### src/rtl/ultrasonic_ranger.sv
// ultrasonic_ranger: HC-SR04 style trigger/echo ranging, echo width converted to cm by counting 58 us steps.
// Define ULTRASONIC_CONT_MEAS_EN for continuous ranging after the first start press.
module ultrasonic_ranger #(
    parameter int CLKSPDMHZ  = 100,
    parameter int TRIG_US    = 10,
    parameter int TIMEOUT_US = 30000,
    parameter int HOLDOFF_US = 60000,
    parameter int DIST_W     = 9
) (
    input  logic              clk,
    input  logic              reset,
    input  logic              start,
    input  logic              echo,
    output logic              trig,
    output logic              busy,
    output logic [DIST_W-1:0] dist_cm,
    output logic              dist_valid,
    output logic              timeout
);
    typedef enum logic [2:0] {IDLE, TRIG, WAIT_ECHO, MEASURE, HOLDOFF} state_t;
    localparam int PW   = $clog2(CLKSPDMHZ);
    localparam int UMAX = TIMEOUT_US > HOLDOFF_US ? (TIMEOUT_US > TRIG_US ? TIMEOUT_US : TRIG_US)
                                                  : (HOLDOFF_US > TRIG_US ? HOLDOFF_US : TRIG_US);
    localparam int UW   = $clog2(UMAX + 1);

    state_t            state, state_n;
    logic [PW-1:0]     presc;
    logic [UW-1:0]     us_cnt;
    logic [5:0]        sub58;
    logic [DIST_W-1:0] cm_cnt, cm_nxt, dist_d;
    logic              echo_m, echo_s, start_q, start_rise, us_tick, cm_wrap;
    logic              trig_end, to_end, ho_end, meas_done, to_hit;
    logic              trig_d, valid_d, to_d, cont, moved;

    assign start_rise = start & ~start_q;
    assign us_tick    = presc == PW'(CLKSPDMHZ - 1);
    assign trig_end   = us_tick && us_cnt == UW'(TRIG_US - 1);
    assign to_end     = us_tick && us_cnt == UW'(TIMEOUT_US - 1);
    assign ho_end     = us_tick && us_cnt == UW'(HOLDOFF_US - 1);
    assign cm_wrap    = us_tick && sub58 == 6'd57;
    // Include this cycle's tick so the final microsecond of the echo is counted.
    assign cm_nxt     = (cm_wrap && cm_cnt != '1) ? cm_cnt + 1'b1 : cm_cnt;
    assign meas_done  = state == MEASURE && !echo_s;
    assign to_hit     = to_end && ((state == WAIT_ECHO && !echo_s) || (state == MEASURE && echo_s));
    assign busy       = state != IDLE;
    assign moved      = state_n != state;

`ifdef ULTRASONIC_CONT_MEAS_EN
    // Armed by a press from IDLE; any later press disarms, letting the current cycle finish.
    always_ff @(posedge clk) begin
        if (reset)
            cont <= 1'b0;
        else if (start_rise)
            cont <= state == IDLE;
    end
`else
    assign cont = 1'b0;
`endif

    always_ff @(posedge clk) begin
        if (reset)
            state <= IDLE;
        else
            state <= state_n;
    end

    always_comb begin
        state_n = state;
        case (state)
            IDLE:      state_n = start_rise ? TRIG : IDLE;
            TRIG:      state_n = trig_end ? WAIT_ECHO : TRIG;
            WAIT_ECHO: state_n = echo_s ? MEASURE : (to_hit ? HOLDOFF : WAIT_ECHO);
            MEASURE:   state_n = (meas_done || to_hit) ? HOLDOFF : MEASURE;
            HOLDOFF:   state_n = ho_end ? (cont ? TRIG : IDLE) : HOLDOFF;
            default:   state_n = IDLE;
        endcase
    end

    always_comb begin
        trig_d  = state_n == TRIG;
        valid_d = meas_done || to_hit;
        to_d    = to_hit;
        dist_d  = to_hit ? '1 : (meas_done ? cm_nxt : dist_cm);
    end

    always_ff @(posedge clk) begin
        if (reset) begin
            echo_m     <= 1'b0;
            echo_s     <= 1'b0;
            start_q    <= 1'b0;
            presc      <= '0;
            us_cnt     <= '0;
            sub58      <= '0;
            cm_cnt     <= '0;
            trig       <= 1'b0;
            dist_cm    <= '0;
            dist_valid <= 1'b0;
            timeout    <= 1'b0;
        end else begin
            echo_m     <= echo;
            echo_s     <= echo_m;
            start_q    <= start;
            presc      <= (moved || us_tick) ? '0 : presc + 1'b1;
            us_cnt     <= moved ? '0 : us_cnt + UW'(us_tick);
            sub58      <= (moved || cm_wrap) ? '0 : sub58 + 6'(us_tick);
            cm_cnt     <= moved ? '0 : cm_nxt;
            trig       <= trig_d;
            dist_cm    <= dist_d;
            dist_valid <= valid_d;
            timeout    <= to_d;
        end
    end
endmodule

### config.mk
export PLATFORM = sky130hd
export DESIGN_NAME = ultrasonic_ranger
export DESIGN_NICKNAME = d
export VERILOG_FILES = /design/src/rtl/ultrasonic_ranger.sv
export SDC_FILE = /design/constraint.sdc
export NUM_CORES = 1
export LEC_CHECK = 0
export CELL_PAD_IN_SITES_DETAIL_PLACEMENT = 0
export CELL_PAD_IN_SITES_GLOBAL_PLACEMENT = 1
export CORE_MARGIN = 3
export CORE_UTILIZATION = 36
export DETAILED_ROUTE_END_ITERATION = 6
export GPL_TIMING_DRIVEN = 0
export PLACE_DENSITY_LB_ADDON = 0.1
export SLEW_MARGIN = 20
export SYNTH_ARGS = -nofsm -noshare
export SYNTH_HDL_FRONTEND = slang
export SYNTH_SLANG_ARGS = --single-unit
### constraint.sdc
create_clock -name clk -period 3.7 [get_ports clk]
set_input_delay 0.555 -clock clk [delete_from_list [all_inputs] [get_ports clk]]
set_output_delay 0.555 -clock clk [all_outputs]
set_load 0.1 [all_outputs]
==> flow_summary.json <==
{
  "status": "finished clean",
  "yosysWarnings": 0,
  "slew_viol_final": 0,
  "synth_cell_types": 48,
  "netlist.area_leader.share_pct": 43.77,
  "synth_area_um2": 2561,
  "clk_latency_ns": 0.31,
  "min_period_ns": 2.930,
  "ff2ff_path_depth": 10,
  "cts_resized": 0,
  "clk_path_buf_depth": 2,
  "crit_path_cell_trace": "ha_1 -> nand4bb_4 -> nor2_1 -> ha_1 -> ha_1 -> nand3_1 -> nor3_1 -> nand3_1 -> xor2_1 -> nor3_1",
  "leakagePower_nw": 0.9470,
  "r2r_start": "presc[0]$_SDFF_PP0_",
  "cp.required_ns": 3.93,
  "final_layout_size_suffix_gt1_share_pct": 7.667,
  "dp_cells": 389,
  "critPathTopFamily": "simple AND/OR/NAND/NOR gates",
  "fp-row-count": 30,
  "end_kind": "flop",
  "gp_congestion": 0.7440,
  "synth_area_leaders": "dfxtp_1 44%, nor3_1 7.4%, xnor2_1 5.5%",
  "min_period_over_period_pct": 79.20,
  "synth_compound_area_share_pct": 6.986,
  "path_depth": 10,
  "antenna_found_initial": 0,
  "ys_seq_elements": 56,
  "synthAdderAreaFrac_pct": 3.420,
  "vdd_drop_max_v": 0.0001324,
  "wl_per_cell_um": 13.84,
  "area_growth_pct": 14.51,
  "skew_ns": 0.009956,
  "grt_pass1_wl_um": 9287,
  "yosysMostFrequentCell": "dfxtp_1",
  "powerDensity_nw_per_um2": 351.0,
  "crit_fanout": 6,
  "synth_mux_area_share_pct": 0.7816,
  "synth-simple-area-share_pct": 31.02,
  "critPathBufInv": 0,
  "cp_slowest_cell": "nor3_1",
  "htreeDepth": 2,
  "synth_commonest_cells": "56 x dfxtp_1, 38 x nor3_1, 23 x nand2_1",
  "setup-tns-final_ns": 0,
  "vias": 2014,
  "critPathArrivalTime_ns": 3.16,
  "synth_top_family_by_area": "simple AND/OR/NAND/NOR gates",
  "totalWireLength_um": 5482,
  "vias_per_cell": 5.086,
  "fillerInstances": 735,
  "ios": 17,
  "synth_edf_count": 0,
  "portBuffers": 16,
  "synth-seq-area-share_pct": 43.77,
  "start_kind": "flop",
  "seq_area_um2": 1121,
  "hold_class": "reg2reg",
  "stdcell_count": 396,
  "tightest_slew_ns": 0.9709,
  "rsz0062_at_grt": "no",
  "cts_setup_buffers": 0,
  "hp-start": "echo_m$_SDFF_PP0_",
  "nNetsFinal": 311,
  "hold_depth": 1,
  "ant_nets": 0,
  "synth_top_cell_by_area": "dfxtp_1",
  "cts_made_buffers": 5,
  "coreArea_um2": 6832,
  "clk_pin_slew_worst_paths_ns": 0.10,
  "finalHoldViolCount": 0,
  "cts_root_buffer": "clkbuf_8",
  "synth_nets": 288,
  "synthXorXnorAreaFrac_pct": 9.917,
  "dieArea_um2": 8162,
  "synthesis.instances": 277,
  "setup_violations": 0,
  "fmax_ghz": 0.3413,
  "first_pass_iters": 4,
  "grt_usage_pct": 13.97,
  "cpPeakStageDelay_ns": 0.50,
  "relSlewSlack_pct": 35.07,
  "die_h_um": 90.35,
  "drt_iter0_drc": 66,
  "cts_tree": "yes",
  "postCtsHoldBufs": 0,
  "ys.flop_type": "dfxtp_1",
  "syn_avg_cell_area_um2": 9.246,
  "async_flop_share_pct": 0,
  "worstSetupPathType": "reg2reg",
  "maxCapViolCount": 0,
  "drc": 0,
  "cts.sinks": 56,
  "gr-total-overflow": 0,
  "grt_max_degree": 17,
  "start_util_pct": 37.49,
  "diodes": 0,
  "crit_path_start": "presc[0]$_SDFF_PP0_",
  "die_w_um": 90.35,
  "multi_input_area_um2": 1335,
  "grt_pass1_vias": 1923,
  "cpMostUsedCell": "ha_1",
  "dp.final_hpwl_um": 3940
}
per-stage QoR:
| step | instance area [µm²] | power [mW] | util, % | hold WS, ns | setup WS (ns) |
|---|---|---|---|---|---|
| 2_1_floorplan | 2561 | 0.6718 | - | 0.4138 | 1.312 |
| 3_3_place_gp | 2841 | 0.6905 | 41.59 | 0.4188 | 0.7263 |
| 3_5_place_dp | 2841 | 0.6906 | 41.59 | 0.4401 | 0.7672 |
| 4_1_cts | 2933 | 1.043 | 42.93 | 0.4607 | 0.7263 |
| 5_1_grt | 2933 | 1.071 | 42.93 | 0.4742 | 0.5142 |
| 6_report | 2933 | 1.030 | 42.93 | 0.4557 | 0.7697 |
cell families after synthesis:
group | count (synthesis)
AND/OR/NAND/NOR | 136
flip-flops | 56
XOR/XNOR | 29
buffers and inverters | 25
AO/OA/AOI/OAI | 22
adder cells (fa/ha/maj) | 7
multiplexers | 2
flip-flops by register name, summed over array words and instances (netlist names), 3 cells and up:
signal / cells
cm_cnt: 9
sub58: 6
dist_cm: 9
presc: 7
state: 3
us_cnt: 16
worst paths after layout:
kind | end | slack, ns
max | us_cnt[10]$_SDFF_PP0_ | 0.77
max reg2reg | us_cnt[10]$_SDFF_PP0_ | 0.77
min | echo_s$_SDFF_PP0_ | 0.46
min reg2reg | echo_s$_SDFF_PP0_ | 0.46
per-layer routing:
metal  global-route usage [%]  vias to the layer above  wire [µm]  share of wire, %
met5                        0                        -          0                 0
met4                    4.209                        0         71               1.3
met3                    3.000                        6        215               3.9
met2                    22.96                       28       2532                46
met1                    18.38                      930       2662                49
li1                         -                     1050          -                 -
layout make-up:
class	instances	area share, %
Multi-Input combinational cell	196	45.52
Sequential cell	56	38.23
Timing Repair Buffer	16	5.461
Tap cell	96	4.096
Clock buffer	6	2.816
Buffer	13	2.048
Inverter	12	1.536
Clock inverter	1	0.2986
power by group:
part / total, mW / internal [mW] / switching (mW)
combinational: 0.0613 / 0.0181 / 0.0432
clock: 0.353 / 0.150 / 0.203
sequential: 0.615 / 0.609 / 0.00589
total: 1.03 / 0.777 / 0.252
layout by cell type (no fill, tap or decap), types with 9 or more instances in the layout:
| master | instances |
|---|---|
| clkbuf_1 | 9 |
| clkdlybuf4s50_1 | 16 |
| dfxtp_1 | 56 |
| inv_1 | 12 |
| nand2_1 | 23 |
| nand3_1 | 14 |
| nor2_1 | 16 |
| nor3_1 | 38 |
| xnor2_1 | 16 |
| xor2_1 | 13 |
(Power assumes the default switching activity.)
